### config.mk
export PLATFORM = sky130hd
export DESIGN_NAME = mrv32_lsu_sb_flat
export DESIGN_NICKNAME = d
export VERILOG_FILES = /design/src/rtl/mrv32_lsu_sb_if.sv /design/src/rtl/mrv32_lsu_sb.sv /design/src/flat_wrapper.sv
export SDC_FILE = /design/constraint.sdc
export NUM_CORES = 1
export LEC_CHECK = 0
export BUFFER_PORTS_ARGS = -buffer_cell sky130_fd_sc_hd__buf_2
export CAP_MARGIN = 20
export CORE_MARGIN = 5
export CORE_UTILIZATION = 50
export DETAILED_ROUTE_END_ITERATION = 8
export PLACE_DENSITY = 0.76
export SYNTH_ARGS = -nofsm -noshare
export SYNTH_HDL_FRONTEND = slang
export SYNTH_SLANG_ARGS = --single-unit
### constraint.sdc
create_clock -name clk -period 3.17 [get_ports clk]
set_input_delay 0.7925 -clock clk [delete_from_list [all_inputs] [get_ports clk]]
set_output_delay 0.7925 -clock clk [all_outputs]
set_load 0.1 [all_outputs]
### src/rtl/mrv32_lsu_sb_if.sv
// Port B memory bus between the load/store unit (master) and RAM (slave).
interface mrv32_lsu_sb_if #(
    parameter int ADDR_WIDTH = 16
);
    // Handshake: a request transfers on any cycle where b_valid && b_ready.
    // While b_valid=1 && !b_ready the master holds b_addr/b_wdata/b_wstrb
    // stable. b_wstrb==0 marks a read; its word returns on b_rdata with
    // b_rvalid at least one cycle after the accepting cycle.
    logic                  b_valid;
    logic                  b_ready;
    logic [ADDR_WIDTH-1:0] b_addr;
    logic [31:0]           b_wdata;
    logic [3:0]            b_wstrb;
    logic [31:0]           b_rdata;
    logic                  b_rvalid;

    modport master (
        output b_valid, b_addr, b_wdata, b_wstrb,
        input  b_ready, b_rdata, b_rvalid
    );

    modport slave (
        input  b_valid, b_addr, b_wdata, b_wstrb,
        output b_ready, b_rdata, b_rvalid
    );
endinterface

### src/rtl/mrv32_lsu_sb.sv
// MRV32 MEM-stage load/store unit with a posted store buffer, Port B
// backpressure and precise misaligned/access fault reporting.
module mrv32_lsu_sb #(
    parameter int          ADDR_WIDTH = 16,
    parameter logic [31:0] RAM_BASE   = 32'h0000_0000,
    parameter int          RAM_BYTES  = 65536,
    parameter int          SB_DEPTH   = 4
) (
    input  logic        clk,
    input  logic        rst,
    input  logic        mem_valid,
    input  logic        mem_ren,
    input  logic        mem_wen,
    input  logic [3:0]  mem_wstrb,
    input  logic [2:0]  load_funct3,
    input  logic [31:0] eff_addr,
    input  logic [31:0] store_data,
    output logic        lsu_done,
    output logic [31:0] load_data,
    output logic        lsu_fault,
    output logic [3:0]  fault_cause,
    output logic [31:0] fault_addr,
    output logic        sb_empty,
    output logic [1:0]  dbg_state,
    mrv32_lsu_sb_if.master bus
);
    localparam logic [3:0]  WSTRB_NONE = 4'b0000;
    localparam logic [3:0]  WSTRB_B    = 4'b0001;
    localparam logic [3:0]  WSTRB_H    = 4'b0011;
    localparam logic [3:0]  WSTRB_W    = 4'b1111;
    localparam logic [2:0]  F3_LB      = 3'b000;
    localparam logic [2:0]  F3_LH      = 3'b001;
    localparam logic [2:0]  F3_LW      = 3'b010;
    localparam logic [2:0]  F3_LBU     = 3'b100;
    localparam logic [2:0]  F3_LHU     = 3'b101;
    localparam int          CW         = $clog2(SB_DEPTH);
    localparam logic [32:0] RAM_LIMIT  = 33'(RAM_BYTES);

    typedef enum logic [1:0] {
        IDLE    = 2'd0,
        EXEC    = 2'd1,
        LD_REQ  = 2'd2,
        LD_WAIT = 2'd3
    } state_t;

    state_t state, state_nxt;

    // Store buffer: circular FIFO of {b_addr, wdata, wstrb}.
    logic [ADDR_WIDTH-1:0] sb_addr [SB_DEPTH];
    logic [31:0]           sb_data [SB_DEPTH];
    logic [3:0]            sb_strb [SB_DEPTH];
    logic [CW-1:0]         wr_ptr, rd_ptr;
    logic [CW:0]           count;

    // Latched load context for LD_REQ/LD_WAIT.
    logic [ADDR_WIDTH-1:0] ld_addr;
    logic [1:0]            ld_off;
    logic [2:0]            ld_f3;

    logic                  hit, illegal, misal, fault;
    logic [3:0]            cause;
    logic [31:0]           st_wdata;
    logic [3:0]            st_wstrb;
    logic [ADDR_WIDTH-1:0] req_baddr;
    logic [32:0]           rel_addr;
    logic                  drain, pop, push;
    logic                  done_d, fault_d, zero_ld, ld_start, ld_finish;
    logic [3:0]            cause_d;
    logic [31:0]           ld_shift, ld_result;

    assign sb_empty  = (count == '0);
    assign dbg_state = state;
    // Low bits of (eff_addr - RAM_BASE) depend only on the low bits.
    assign req_baddr = eff_addr[ADDR_WIDTH-1:0] - RAM_BASE[ADDR_WIDTH-1:0];
    assign rel_addr  = {1'b0, eff_addr} - {1'b0, RAM_BASE};

    // Request decode: legality, alignment, window hit and store lane formatting.
    always_comb begin
        hit      = ({1'b0, eff_addr} >= {1'b0, RAM_BASE}) && (rel_addr < RAM_LIMIT);
        illegal  = (mem_ren == mem_wen);
        misal    = 1'b0;
        st_wdata = store_data;
        st_wstrb = WSTRB_W;
        if (mem_ren) begin
            case (load_funct3)
                F3_LB, F3_LBU: misal = 1'b0;
                F3_LH, F3_LHU: misal = eff_addr[0];
                F3_LW:         misal = |eff_addr[1:0];
                default:       illegal = 1'b1;
            endcase
        end
        if (mem_wen) begin
            case (mem_wstrb)
                WSTRB_B: begin
                    st_wdata = 32'(store_data[7:0]) << {eff_addr[1:0], 3'b000};
                    st_wstrb = WSTRB_B << eff_addr[1:0];
                end
                WSTRB_H: begin
                    misal    = eff_addr[0];
                    st_wdata = eff_addr[1] ? {store_data[15:0], 16'h0000}
                                           : {16'h0000, store_data[15:0]};
                    st_wstrb = eff_addr[1] ? 4'b1100 : 4'b0011;
                end
                WSTRB_W: misal = |eff_addr[1:0];
                default: illegal = 1'b1;
            endcase
        end
        // Misaligned takes priority over an out-of-window access.
        fault = !illegal && (misal || !hit);
        cause = misal ? (mem_ren ? 4'd4 : 4'd6) : (mem_ren ? 4'd5 : 4'd7);
    end

    // Drain the buffer head whenever no load owns Port B.
    assign drain = (count != '0) && (state != LD_REQ) && (state != LD_WAIT);
    assign pop   = drain && bus.b_ready;

    // Next state and per-cycle control; the full check uses count's MSB since depth is a power of two.
    always_comb begin
        state_nxt = state;
        push      = 1'b0;
        done_d    = 1'b0;
        fault_d   = 1'b0;
        cause_d   = 4'd0;
        zero_ld   = 1'b0;
        ld_start  = 1'b0;
        ld_finish = 1'b0;
        case (state)
            IDLE: begin
                // lsu_done high means the requester has not yet dropped the finished request.
                if (mem_valid && !lsu_done) state_nxt = EXEC;
            end
            EXEC: begin
                if (illegal || fault) begin
                    done_d    = 1'b1;
                    fault_d   = fault;
                    cause_d   = fault ? cause : 4'd0;
                    zero_ld   = illegal || mem_ren;
                    state_nxt = IDLE;
                end else if (mem_wen) begin
                    if (!count[CW] || pop) begin
                        push      = 1'b1;
                        done_d    = 1'b1;
                        state_nxt = IDLE;
                    end
                end else if (count == '0) begin
                    ld_start  = 1'b1;
                    state_nxt = LD_REQ;
                end
            end
            LD_REQ: begin
                if (bus.b_ready) state_nxt = LD_WAIT;
            end
            LD_WAIT: begin
                if (bus.b_rvalid) begin
                    ld_finish = 1'b1;
                    done_d    = 1'b1;
                    state_nxt = IDLE;
                end
            end
            default: state_nxt = IDLE;
        endcase
    end

    // Port B mux: buffered store head or the pending load read.
    always_comb begin
        bus.b_valid = 1'b0;
        bus.b_addr  = ld_addr;
        bus.b_wdata = 32'h0;
        bus.b_wstrb = WSTRB_NONE;
        if (drain) begin
            bus.b_valid = 1'b1;
            bus.b_addr  = sb_addr[rd_ptr];
            bus.b_wdata = sb_data[rd_ptr];
            bus.b_wstrb = sb_strb[rd_ptr];
        end else if (state == LD_REQ) begin
            bus.b_valid = 1'b1;
        end
    end

    // Load extraction: select lane at the latched offset, then extend per funct3.
    always_comb begin
        ld_shift = bus.b_rdata >> {ld_off, 3'b000};
        case (ld_f3)
            F3_LB:   ld_result = {{24{ld_shift[7]}}, ld_shift[7:0]};
            F3_LBU:  ld_result = {24'h0, ld_shift[7:0]};
            F3_LH:   ld_result = {{16{ld_shift[15]}}, ld_shift[15:0]};
            F3_LHU:  ld_result = {16'h0, ld_shift[15:0]};
            default: ld_result = ld_shift;
        endcase
    end

    // FSM state register.
    always_ff @(posedge clk or posedge rst) begin
        if (rst) state <= IDLE;
        else     state <= state_nxt;
    end

    // Buffer pointers and occupancy; push+pop leaves count unchanged.
    always_ff @(posedge clk or posedge rst) begin
        if (rst) begin
            wr_ptr <= '0;
            rd_ptr <= '0;
            count  <= '0;
        end else begin
            if (push) wr_ptr <= wr_ptr + 1'b1;
            if (pop)  rd_ptr <= rd_ptr + 1'b1;
            if (push && !pop)      count <= count + 1'b1;
            else if (pop && !push) count <= count - 1'b1;
        end
    end

    // Buffer storage; contents are meaningless until pushed so no reset.
    always_ff @(posedge clk) begin
        if (push) begin
            sb_addr[wr_ptr] <= req_baddr;
            sb_data[wr_ptr] <= st_wdata;
            sb_strb[wr_ptr] <= st_wstrb;
        end
    end

    // Load context captured when the read is launched.
    always_ff @(posedge clk or posedge rst) begin
        if (rst) begin
            ld_addr <= '0;
            ld_off  <= 2'd0;
            ld_f3   <= 3'd0;
        end else if (ld_start) begin
            ld_addr <= req_baddr;
            ld_off  <= eff_addr[1:0];
            ld_f3   <= load_funct3;
        end
    end

    // Registered completion, fault reporting and load result.
    always_ff @(posedge clk or posedge rst) begin
        if (rst) begin
            lsu_done    <= 1'b0;
            lsu_fault   <= 1'b0;
            fault_cause <= 4'd0;
            fault_addr  <= 32'h0;
            load_data   <= 32'h0;
        end else begin
            lsu_done    <= done_d;
            lsu_fault   <= fault_d;
            fault_cause <= cause_d;
            fault_addr  <= fault_d ? eff_addr : 32'h0;
            if (ld_finish)    load_data <= ld_result;
            else if (zero_ld) load_data <= 32'h0;
        end
    end
endmodule

### src/flat_wrapper.sv
// flat-port wrapper written by rule: the top's interface ports become plain ports
module mrv32_lsu_sb_flat 
#(
    parameter int          ADDR_WIDTH = 16,
    parameter logic [31:0] RAM_BASE   = 32'h0000_0000,
    parameter int          RAM_BYTES  = 65536,
    parameter int          SB_DEPTH   = 4
)
  (clk, rst, mem_valid, mem_ren, mem_wen, mem_wstrb, load_funct3, eff_addr, store_data, lsu_done, load_data, lsu_fault, fault_cause, fault_addr, sb_empty, dbg_state, bus_b_valid, bus_b_addr, bus_b_wdata, bus_b_wstrb, bus_b_ready, bus_b_rdata, bus_b_rvalid);
  mrv32_lsu_sb_if #(.ADDR_WIDTH(ADDR_WIDTH)) bus_i ();
  input  logic clk;
  input  logic rst;
  input  logic mem_valid;
  input  logic mem_ren;
  input  logic mem_wen;
  input  logic [3:0] mem_wstrb;
  input  logic [2:0] load_funct3;
  input  logic [31:0] eff_addr;
  input  logic [31:0] store_data;
  output logic lsu_done;
  output logic [31:0] load_data;
  output logic lsu_fault;
  output logic [3:0] fault_cause;
  output logic [31:0] fault_addr;
  output logic sb_empty;
  output logic [1:0] dbg_state;
  output wire logic [$bits(bus_i.b_valid)-1:0] bus_b_valid;
  output wire logic [$bits(bus_i.b_addr)-1:0] bus_b_addr;
  output wire logic [$bits(bus_i.b_wdata)-1:0] bus_b_wdata;
  output wire logic [$bits(bus_i.b_wstrb)-1:0] bus_b_wstrb;
  input wire logic [$bits(bus_i.b_ready)-1:0] bus_b_ready;
  input wire logic [$bits(bus_i.b_rdata)-1:0] bus_b_rdata;
  input wire logic [$bits(bus_i.b_rvalid)-1:0] bus_b_rvalid;
  assign bus_b_valid = bus_i.b_valid;
  assign bus_b_addr = bus_i.b_addr;
  assign bus_b_wdata = bus_i.b_wdata;
  assign bus_b_wstrb = bus_i.b_wstrb;
  assign bus_i.b_ready = bus_b_ready;
  assign bus_i.b_rdata = bus_b_rdata;
  assign bus_i.b_rvalid = bus_b_rvalid;
  mrv32_lsu_sb #(.ADDR_WIDTH(ADDR_WIDTH), .RAM_BASE(RAM_BASE), .RAM_BYTES(RAM_BYTES), .SB_DEPTH(SB_DEPTH)) u_core (.clk(clk), .rst(rst), .mem_valid(mem_valid), .mem_ren(mem_ren), .mem_wen(mem_wen), .mem_wstrb(mem_wstrb), .load_funct3(load_funct3), .eff_addr(eff_addr), .store_data(store_data), .lsu_done(lsu_done), .load_data(load_data), .lsu_fault(lsu_fault), .fault_cause(fault_cause), .fault_addr(fault_addr), .sb_empty(sb_empty), .dbg_state(dbg_state), .bus(bus_i));
endmodule
# Yosys cells after proc, flatten, opt, wreduce, memory -nomap -nowiden
# Memory sizes are Yosys's and may differ from the RTL's.
# Cells that the tools add are included.
[totals]
memories = 3
elab_cells = 130
in_bits = 110
reg_bits = 100
ramBits = 208
[mem_list]
columns = ["memory", "depth", "word_bits", "rd", "rd_clocked_by_memory_dff", "write_ports", "line_no", "text"]
rows = [
  ["u_core.sb_data", 4, 32, 1, 0, 1, "mrv32_lsu_sb.sv:50", "logic [31:0] sb_data [SB_DEPTH];"],
  ["u_core.sb_addr", 4, 16, 1, 0, 1, "mrv32_lsu_sb.sv:49", "logic [ADDR_WIDTH-1:0] sb_addr [SB_DEPTH];"],
  ["u_core.sb_strb", 4, 4, 1, 0, 1, "mrv32_lsu_sb.sv:51", "logic [3:0] sb_strb [SB_DEPTH];"],
]
[op_classes]
eq_ne = 21
shifts = 3
reduce_logical = 29
add_sub_neg = 4
order_cmp = 1
muxes = 57
[op_table]
columns = ["operator", "count"]
rows = [
  ["32-bit two-way mux", 6],
  ["32-bit one-hot mux with 4 select lines", 1],
  ["32-bit one-hot mux with 2 select lines", 1],
  ["32-bit by 17-bit < comparator with 1-bit output, second input constant", 1],
  ["8-bit by 5-bit left shift with 32-bit output", 1],
  ["32-bit by 5-bit >> shifter with 32-bit output", 1],
  ["4-bit two-way mux", 7],
  ["1-bit two-way mux", 25],
  ["2-bit two-way mux", 9],
  ["16-bit two-way mux", 1],
  ["3-bit equality test, second input constant", 4],
  ["3-bit logical NOT", 3],
  ["2-bit != test, second input constant", 4],
  ["2-bit one-hot mux with 4 select lines", 1],
  ["4-bit one-hot mux with 2 select lines", 1],
  ["1-bit logical AND", 7],
  ["3-bit by 1-bit equality test with 1-bit output, second input constant", 2],
  ["1-bit logical NOT", 6],
  ["3-bit two-way mux", 2],
  ["1-bit one-hot mux with 2 select lines", 3],
  ["5-bit AND reduction", 1],
  ["5-bit OR reduction", 1],
  ["2-bit by 1-bit adder with 2-bit output, second input constant", 2],
  ["2-bit equality test, second input constant", 2],
  ["18 further kinds", 23],
]

# Logic depth before layout (Yosys ltp)
# Gate-level depths: netlist (run 1).
[depth]
word_depth = 15
depth_mapped = 11
depth_no_buf = 10

# Worst setup path before layout (run 1)
# No wires, ideal clock.
[synth_path]
path_type = "register to output"
startpoint = "register u_core.count[0]"
endpoint = "output bus_b_addr[1]"
stages_incl_launch_ff = 5
n_path_buf = 1
t_arrival_ns = 5.580
setup_slack_ns = -3.203
cell_sequence = "dfrtp_1 nor3_1 nor2_1 clkbuf_1 o21ai_0"
[synth_via]
elab_chain_len = 4
[synth_lines]
columns = ["item", "line_no", "text"]
rows = [
  ["start: declaration", "mrv32_lsu_sb.sv:53", "logic [CW:0] count;"],
  ["start signal: assignment", "mrv32_lsu_sb.sv:207", "if (push && !pop) count <= count + 1'b1;"],
  ["start signal: assignment", "mrv32_lsu_sb.sv:208", "else if (pop && !push) count <= count - 1'b1;"],
  ["3-bit nonzero test", "mrv32_lsu_sb.sv:114", "assign drain = (count != '0) && (state != LD_REQ) && (state != LD_WAIT);"],
  ["1-bit logical AND (2 in series)", "mrv32_lsu_sb.sv:114", ""],
  ["16-bit two-way mux", "mrv32_lsu_sb.sv:170", "if (drain) begin"],
  ["end: declaration", "flat_wrapper.sv:28", "output wire logic [$bits(bus_i.b_addr)-1:0] bus_b_addr;"],
]
# Every way passes these cells.

# Worst setup path in the final report (run 1)
[layout_path]
startpoint = "register u_core.rd_ptr[0]"
endpoint = "output bus_b_addr[14]"
[layout_via]
elab_chain_len = 2
[layout_lines]
columns = ["item", "line_no", "text"]
rows = [
  ["start: declaration", "mrv32_lsu_sb.sv:52", "logic [CW-1:0] wr_ptr, rd_ptr;"],
  ["start signal: assignment", "mrv32_lsu_sb.sv:206", "if (pop) rd_ptr <= rd_ptr + 1'b1;"],
  ["memory 4 x 16 bit", "--", ""],
  ["16-bit two-way mux", "mrv32_lsu_sb.sv:170", ""],
]
# Every way passes these cells.

==> results.toml, run 1 <==
[run_status]
outcome = "finished, final reports clean"

[die]
start_util = 0.508
die_x_um = 170
rows = 58
core_area_um2 = 25200
io_pins = 236
dieHeight_um = 170
die_area_um2 = 28900

[logic_synthesis]
syn_area_per_cell_um2 = 16.1
yosysTopAreaCell = "edfxtp_1"
seq_area_frac_synth = 0.675
synth_top_family_by_area = "multiplexers"
ys_warn_count = 0
synth-seq-cells = 304
synthAdderAreaFrac = 0.00645
syn_area_um2 = 12800
synth_xor_area_frac = 0.00479
synth_cell_types = 59
synthCells = 796
synth_most_common_cell = "edfxtp_1"
syn_nets = 912
synthMuxAreaShare = 0.144
synth.top_cell.area_share = 0.488
synth-edff-count = 208
synth_flop_cell = "edfxtp_1"
yosys-top-cells-area = "edfxtp_1 49%, dfrtp_1 19%, mux4_2 9.3%, and2_1 3.4%, mux2_4 2.1%"
synth_simple_gate_area_frac = 0.0878
synth-compound-area-share = 0.0621
synth_common_cells = "208 x edfxtp_1, 96 x dfrtp_1, 69 x and2_1"
async_reset_ff_frac = 0.316

[pwr]
total_power_mw = 15.0
ir_drop_v = 0.000929
leakage_nw = 6.64
power_density_nw_per_um2 = 933

[sta]
fin_crit_sh = 0.979
tightest_slew_ps = 981
relSlewSlack = 0.346
rsz0062_at_grt = "true"
clock.fmax_ghz = 0.322
hold_viol = 0
setup_viol = 0
period_minus_slack_ps = 3100
clock_skew_ps = 18.4
drv_slew = 0

[worst_setup_path]
critical_path.top_delay_family = "multiplexers"
path_cells = "buf_12 -> mux4_2 -> mux2_4 -> clkbuf_4"
arrival_ps = 2310
crit_path_start_kind = "flip-flop"
path_max_fanout = 16
slowest_delay_ps = 520
setup.worst_path.end = "bus_b_addr[14]"
path_depth = 4
r2r-start = "u_core.ld_off[0]"
r2r_slack_ps = 610
slowest_stage = "mux4_2"
crit_buf_inv = 2
cp-end-kind = "output port"
crit_type = "flip-flop to output port"
worstSetupStartpoint = "u_core.rd_ptr[0]"
r2r_cells = 6
r2r_end = "u_core.load_data[14]"
worst_ep_required_time_ps = 2380

[placed_design]
io_buffers = 234
dpl.cell_count = 1355
gp_congestion = 0.839
placed_area_um2 = 14900
dp_hpwl_um = 20500

[drt]
drt_first_pass_iters = 5
dr_total_vias = 8085
drtIter0Drc = 608
wire_per_inst_um = 21.8
remaining_drc_errors = 0
via_per_inst = 5.69
wirelength_um = 30900
ant_nets = 0

[final_layout]
area_delta_synth_final_pct = 25.6
final_design_area_no_fill_um2 = 16100
drive_gt1_frac = 0.402
fin_nets = 1177
fin_cells = 1420

[global_route]
grt_max_degree = 39
grt_pass1_vias = 8378
gr-total-overflow = 0
antenna_found_initial = 6
grt_usage = 0.211
grt_first_pass_wirelength_um = 47800

[job]
maxCapViolCount = 0

[clocking]
path_clk_slew_ps = 70
numCtsBuffers = 31
clockRootBuffer = "clkbuf_16"
clockBufferDepth = 3
htreeDepth = 1
cts_tree = "built"
cts_setup_buffers = 0
clk_latency_ps = 540
cts_sinks = 304

[worst_hold_path]
hold_path_class = "input pin to asynchronous set/reset pin"
==> worst register-to-register path: cells and delay by family, from the launching register on <==
family          cells  cell delay, ps
compound gates      3             940
buf+inv             1             420
flops               1             770
mux                 1             280
simple gates        1              70
==> how the worst min path moves through the flow <==
stage               depth (start not counted)            startpoint  slack, ps               endpoint
floorplan                                   1    u_core.ld_addr[15]        480     u_core.ld_addr[15]
global placement                            1  u_core.load_data[19]        470   u_core.load_data[19]
detailed placement                          1  u_core.load_data[18]        470   u_core.load_data[18]
CTS                                         2                   rst        330     u_core.ld_addr[12]
global route                                2                   rst        350  u_core.fault_addr[10]
finish                                      2                   rst        330  u_core.fault_addr[14]
==> power breakdown <==
part	internal [mW]	switching [mW]	total, mW
clock network	1.99	1.48	3.46
logic	2.15	4.92	7.07
registers	4.34	0.134	4.47
==> state kept, by name (all words and copies together), names as in the netlist, named ones only <==
signal,flops
u_core.sb_addr,64
u_core.count,3
u_core.ld_off,1
u_core.wr_ptr,2
u_core.ld_f3,3
u_core.sb_data,128
u_core.load_data,32
u_core.rd_ptr,2
u_core.sb_strb,16
u_core.lsu_done,1
u_core.ld_addr,15
u_core.fault_cause,3
u_core.fault_addr,32
u_core.dbg_state,1
==> final cells by class <==
class,instances,area [um^2]
Sequential cell,304,8660
Inverter,9,37.5
Clock buffer,36,805
Clock inverter,21,174
Multi-Input combinational cell,441,4000
Fill cell,1765,9100
Tap cell,330,413
Antenna cell,5,12.5
Timing Repair Buffer,274,1990
==> per-layer routing <==
layer / track usage / share of wire / vias to the layer above
met5: 0 / 0 / -
met4: 0.0514 / 0.015 / 0
met3: 0.0388 / 0.066 / 37
met2: 0.359 / 0.52 / 306
met1: 0.284 / 0.40 / 4128
li1: - / - / 3614
==> placed cells by master, fill, tap and decap left out, types with 6 or more instances in the layout <==
master and instances:
edfxtp_1 208, buf_2 184, dfrtp_1 94, and2_1 61
nor2_1 53, mux4_2 53, buf_4 35, clkbuf_16 31
mux2_4 28, buf_12 27, a21oi_1 26, clkbuf_4 23
nand2_1 22, nor2b_1 18, mux2i_1 17, a211oi_1 16
o21ai_0 12, a221o_1 9, nand3_1 8, inv_1 8
mux2_2 8, and2_2 8, a22o_1 8, a31oi_1 8
nor3_1 7, a221oi_1 7, clkinv_1 7, a22oi_1 6
a211o_1 6
==> stage by stage <==
step                hold WS (ps)  worst slack [ps]   util  setup TNS (ps)
floorplan                    477              -210      -            -210
global placement             468              78.5  0.593               0
detailed placement           474             0.308  0.593               0
CTS                          330             0.675  0.635               0
global route                 353             -7.83  0.639           -11.0
finish                       328              68.1  0.639               0
==> logic make-up after synthesis <==
kind of cell / after synthesis
other cells: 1
xor+xnor: 7
flops: 304
simple gates: 208
buf+inv: 51
mux: 107
fa+ha+maj: 6
compound gates: 112
==> what timing repair did <==
action                                  in CTS  in global routing
hold endpoints to repair                     0                  0
pin swaps                                    0                  1
endpoints found under the setup margin      13                 30
cloned                                       1                  0
hold buffers                                 0                  0
resized for setup                            8                 30
(Power assumes the default switching activity.)
==> run 2: changes to the inputs <==
- ABC_AREA: unset -> 1
- CORE_MARGIN: 5 -> 4
- CORE_UTILIZATION: 50 -> 51
- PLACE_DENSITY: 0.76 -> 0.77
==> results.toml, run 2 <==
[run_status]
outcome = "finished, final reports clean"

[sta]
setup_viol = 0
tightest_slew_ps = 788
rsz0062_at_grt = "true"
setup_slack_ps = 65.9
fin_crit_sh = 0.979
clock_skew_ps = 13.2
clock.fmax_ghz = 0.322
hold_ws_ps = 267
hold_viol = 0
drv_slew = 0
relSlewSlack = 0.468
period_minus_slack_ps = 3100

[worst_setup_path]
cp-end-kind = "output port"
worst_ep_required_time_ps = 2380
crit_path_start_kind = "flip-flop"
arrival_ps = 2310
r2r-start = "u_core.count[0]"
r2r_slack_ps = 440
r2r_cells = 12
crit_type = "flip-flop to output port"
path_max_fanout = 25
setup.worst_path.end = "bus_b_addr[12]"
r2r_end = "u_core.count[2]"

[logic_synthesis]
synth-seq-cells = 304
syn_nets = 1400
synth_most_common_cell = "nor2_1"
synth-edff-count = 208
yosys-top-cells-area = "edfxtp_1 47%, dfrtp_1 18%, nor2_1 8.3%, o21ai_0 5.3%, nand2_1 4.1%"
async_reset_ff_frac = 0.316
seq_area_frac_synth = 0.651
syn_area_um2 = 13300
synth_common_cells = "292 x nor2_1, 208 x edfxtp_1, 145 x nand2_1"
synth_cell_types = 46
ys_warn_count = 0
syn_area_per_cell_um2 = 10.3
yosysTopAreaCell = "edfxtp_1"
synth_flop_cell = "edfxtp_1"
synth.top_cell.area_share = 0.470
synthCells = 1284

[final_layout]
utilization = 0.665
regMostFlops = "u_core.sb_data"
fin_nets = 1621
largest_reg_flops = 128
final_design_area_no_fill_um2 = 16900
final_common_cell = "nor2_1"
drive_gt1_frac = 0.258
multi_input_area_um2 = 4240
reg_top3 = "u_core.sb_data: 128 flops, u_core.sb_addr: 64 flops"
fillers = 1905
most-common-layout-cells = "288 x nor2_1, 208 x edfxtp_1, 181 x buf_2"
area_delta_synth_final_pct = 27.1
regArea_um2 = 8650

[global_route]
grt_max_degree = 77
gr-total-overflow = 0
grt_usage = 0.240
grt_pass1_vias = 9991
grt_first_pass_wirelength_um = 54400
antenna_found_initial = 5

[die]
start_util = 0.523
die_x_um = 169
io_pins = 236
rows = 58
dieHeight_um = 169
die_area_um2 = 28700
core_area_um2 = 25400

[clocking]
htreeDepth = 1
path_clk_slew_ps = 60
cts_setup_buffers = 0
clockRootBuffer = "clkbuf_16"
clk_latency_ps = 550
cts_resized = 3
clockBufferDepth = 3
cts_sinks = 304
numCtsBuffers = 31
cts_hold_buf = 0
cts_tree = "built"

[placed_design]
dp_worst_setup_slack_ps = 129
gp_congestion = 0.920
dp_hpwl_um = 23400
io_buffers = 234
placed_area_um2 = 15900

[drt]
remaining_drc_errors = 0
dr_total_vias = 10427
drt_first_pass_iters = 5
drtIter0Drc = 1025
wirelength_um = 35300
via_per_inst = 5.59
ant_nets = 0
wire_per_inst_um = 18.9

[pwr]
power_density_nw_per_um2 = 1070
leakage_nw = 7.24
ir_drop_v = 0.00146
total_power_mw = 18.1

[worst_hold_path]
hold_path_class = "input pin to asynchronous set/reset pin"

[job]
maxCapViolCount = 0
[run 2: cell count changes after synthesis, sizes merged, moves of 18 or more]
cell | before | now
mux2 | 36 | 1
a21oi | 26 | 51
inv | 9 | 82
and2 | 69 | 0
mux4 | 53 | 0
nor2 | 56 | 295
o21ai | 14 | 158
nand3 | 8 | 72
clkbuf | 25 | 49
nor2b | 18 | 0
nand2 | 22 | 163
[run 2: worst min path at each step]
stage | startpoint | to | cells after the start
floorplan | u_core.ld_f3[2] | u_core.ld_f3[2] | 2
global placement | u_core.ld_addr[13] | u_core.ld_addr[13] | 2
detailed placement | u_core.ld_addr[3] | u_core.ld_addr[3] | 2
CTS | rst | u_core.wr_ptr[1] | 2
global route | rst | u_core.fault_cause[2] | 2
finish | rst | u_core.wr_ptr[0] | 2
[run 2: cells by family after synthesis]
group | synth area share
buffers and inverters | 0.0490
flip-flops | 0.651
AND/OR/NAND/NOR | 0.167
AO/OA/AOI/OAI | 0.117
multiplexers | 0.00612
adder cells (fa/ha/maj) | 0.00622
XOR/XNOR | 0.00330
other | 0.000282
[run 2: routing by layer]
| layer | share of wire | track usage |
|---|---|---|
| met5 | 0.00037 | 0 |
| met4 | 0.044 | 0.100 |
| met3 | 0.073 | 0.0345 |
| met2 | 0.49 | 0.390 |
| met1 | 0.40 | 0.327 |
[run 2: area by class of cell]
cell class / count / area share
inverters: 85 / 0.0193
well taps: 330 / 0.0245
multi-input cells: 821 / 0.251
flip-flops and latches: 304 / 0.512
diodes: 4 / 0.000593
repair buffers: 262 / 0.134
clock inverters: 6 / 0.00222
clock buffers: 52 / 0.0560
[run 2: report_power, final]
part           switching, mW  internal (mW)  total (mW)
sequential            0.0505           4.33        4.39
combinational           7.12           3.09        10.2
clock                   1.43           2.02        3.46
[run 2: critical path, stage by stage, from the launching register on]
cell and delay (ps):
dfrtp_2 440, inv_2 130, nand2_1 130, inv_2 240, buf_12 250, nor2_1 70
a31oi_2 260, buf_12 220
[run 2: stage by stage]
step / instances / setup TNS, ps
2_1_floorplan: 1284 / -13410
3_3_place_gp: 1802 / 0
3_5_place_dp: 1802 / 0
4_1_cts: 1860 / 0
5_1_grt: 1864 / -44.1
6_report: 1864 / 0
==> run 3: changes to the inputs <==
- ABC_AREA: 1 -> unset
- CORE_UTILIZATION: 51 -> 50
- PLACE_DENSITY: 0.77 -> 0.76
==> results.toml, run 3 (same netlist as run 1, synthesis figures left out) <==
[worst_setup_path]
crit_path_start_kind = "flip-flop"
crit_type = "flip-flop to output port"
worst_ep_required_time_ps = 2380
path_cells = "buf_4 -> mux4_2 -> mux2_2 -> clkbuf_4"
arrival_ps = 2300
path_max_fanout = 7
slowest_stage = "mux4_2"
cp-end-kind = "output port"
slowest_delay_ps = 510

[pwr]
ir_drop_v = 0.00115
power_density_nw_per_um2 = 926
leakage_nw = 6.58

[die]
die_x_um = 168
core_area_um2 = 25200
rows = 58
start_util = 0.508
io_pins = 236
dieHeight_um = 168
die_area_um2 = 28200

[sta]
final.setup.tns_ps = 0
drv_slew = 0
rsz0062_at_grt = "false"
hold_ws_ps = 472
tightest_slew_ps = 911
hold_viol = 0
clock_skew_ps = 15.0
period_minus_slack_ps = 3090
clock.fmax_ghz = 0.323
fin_crit_sh = 0.976
relSlewSlack = 0.390
setup_viol = 0

[clocking]
clockBufferDepth = 3
clk_latency_ps = 500
cts_sinks = 304
numCtsBuffers = 34
clockRootBuffer = "clkbuf_16"
path_clk_slew_ps = 60
cts_tree = "built"
htreeDepth = 2

[global_route]
grt_pass1_vias = 8380
antenna_found_initial = 5
grt_max_degree = 56
gr-total-overflow = 0
grt_first_pass_wirelength_um = 47300
grt_usage = 0.212

[final_layout]
utilization = 0.628
fin_nets = 1179
area_delta_synth_final_pct = 23.5
largest_reg_flops = 128
regMostFlops = "u_core.sb_data"
drive_gt1_frac = 0.398
final_common_cell = "buf_2"
reg_top3 = "u_core.sb_data: 128 flops, u_core.sb_addr: 64 flops"
most-common-layout-cells = "226 x buf_2, 208 x edfxtp_1, 94 x dfrtp_1"

[drt]
drtIter0Drc = 535
wirelength_um = 30300
via_per_inst = 5.70
wire_per_inst_um = 21.3
remaining_drc_errors = 0
dr_total_vias = 8104
drt_first_pass_iters = 5
ant_nets = 0

[placed_design]
dp_hpwl_um = 20200
io_buffers = 234
gp_congestion = 0.866

[job]
maxCapViolCount = 0

[run_status]
outcome = "finished, final reports clean"

[worst_hold_path]
hold_path_class = "input pin to asynchronous set/reset pin"
-- run 3: worst max-delay path: cells and delay by family, from the launching register on --
kind / cells / cell delay (ps)
multiplexers: 2 / 810
buffers and inverters: 2 / 510
flip-flops: 1 / 480
-- run 3: per-stage QoR --
stage	cell area (um^2)	instances	power, mW	worst slack (ps)
2_1_floorplan	12900	796	9.76	-210
3_5_place_dp	14700	1353	11.1	-43.4
5_1_grt	15800	1422	15.2	1.22
6_report	15800	1422	14.6	76.6
4_1_cts	15800	1416	14.8	35.1
3_3_place_gp	14700	1353	11.0	35.5
-- run 3: metal layers --
metal | up-vias | GRT usage | part of all wire
li1 | 3608 | - | -
met1 | 4134 | 0.284 | 0.41
met2 | 302 | 0.347 | 0.50
met3 | 58 | 0.0488 | 0.068
met4 | 2 | 0.0713 | 0.029
met5 | - | 0 | 0.00023
-- run 3: area by class of cell --
class	instances	area [um^2]
Sequential cell	304	8650
Multi-Input combinational cell	441	3990
Clock inverter	20	148
Tap cell	330	413
Antenna cell	4	10.0
Inverter	9	37.5
Fill cell	1828	9360
Timing Repair Buffer	273	1670
Clock buffer	41	898
-- run 3: worst paths after layout --
check | startpoint | end | slack (ps) | cells past startpoint
min in group clk | u_core.load_data[21] | u_core.load_data[21] | 490 | 1
max in group asynchronous | rst | u_core.load_data[28] | 1890 | 3
worst max register to register | flip-flop | u_core.count[2] | 700 | 9
worst min-delay path | rst | u_core.ld_addr[11] | 470 | 2
worst min register to register | u_core.load_data[21] | u_core.load_data[21] | 490 | 1
worst max-delay path | u_core.rd_ptr[0] | bus_b_addr[15] | 80 | 4
-- run 3: report_power, final --
part	internal, mW	leakage, nW	switching, mW	total (mW)
Clock	2.18	0.511	1.49	3.67
Sequential	4.34	3.17	0.0849	4.42
Combinational	1.68	2.89	4.87	6.55
Total	8.20	6.58	6.45	14.6
-- run 3: timing repair --
action | 4_1_cts | 5_1_grt
pin swaps | 0 | 0
setup buffers | 2 | 0
hold buffers | 0 | 0
endpoints found under the setup margin | 22 | 2
gates resized for setup | 1 | 2
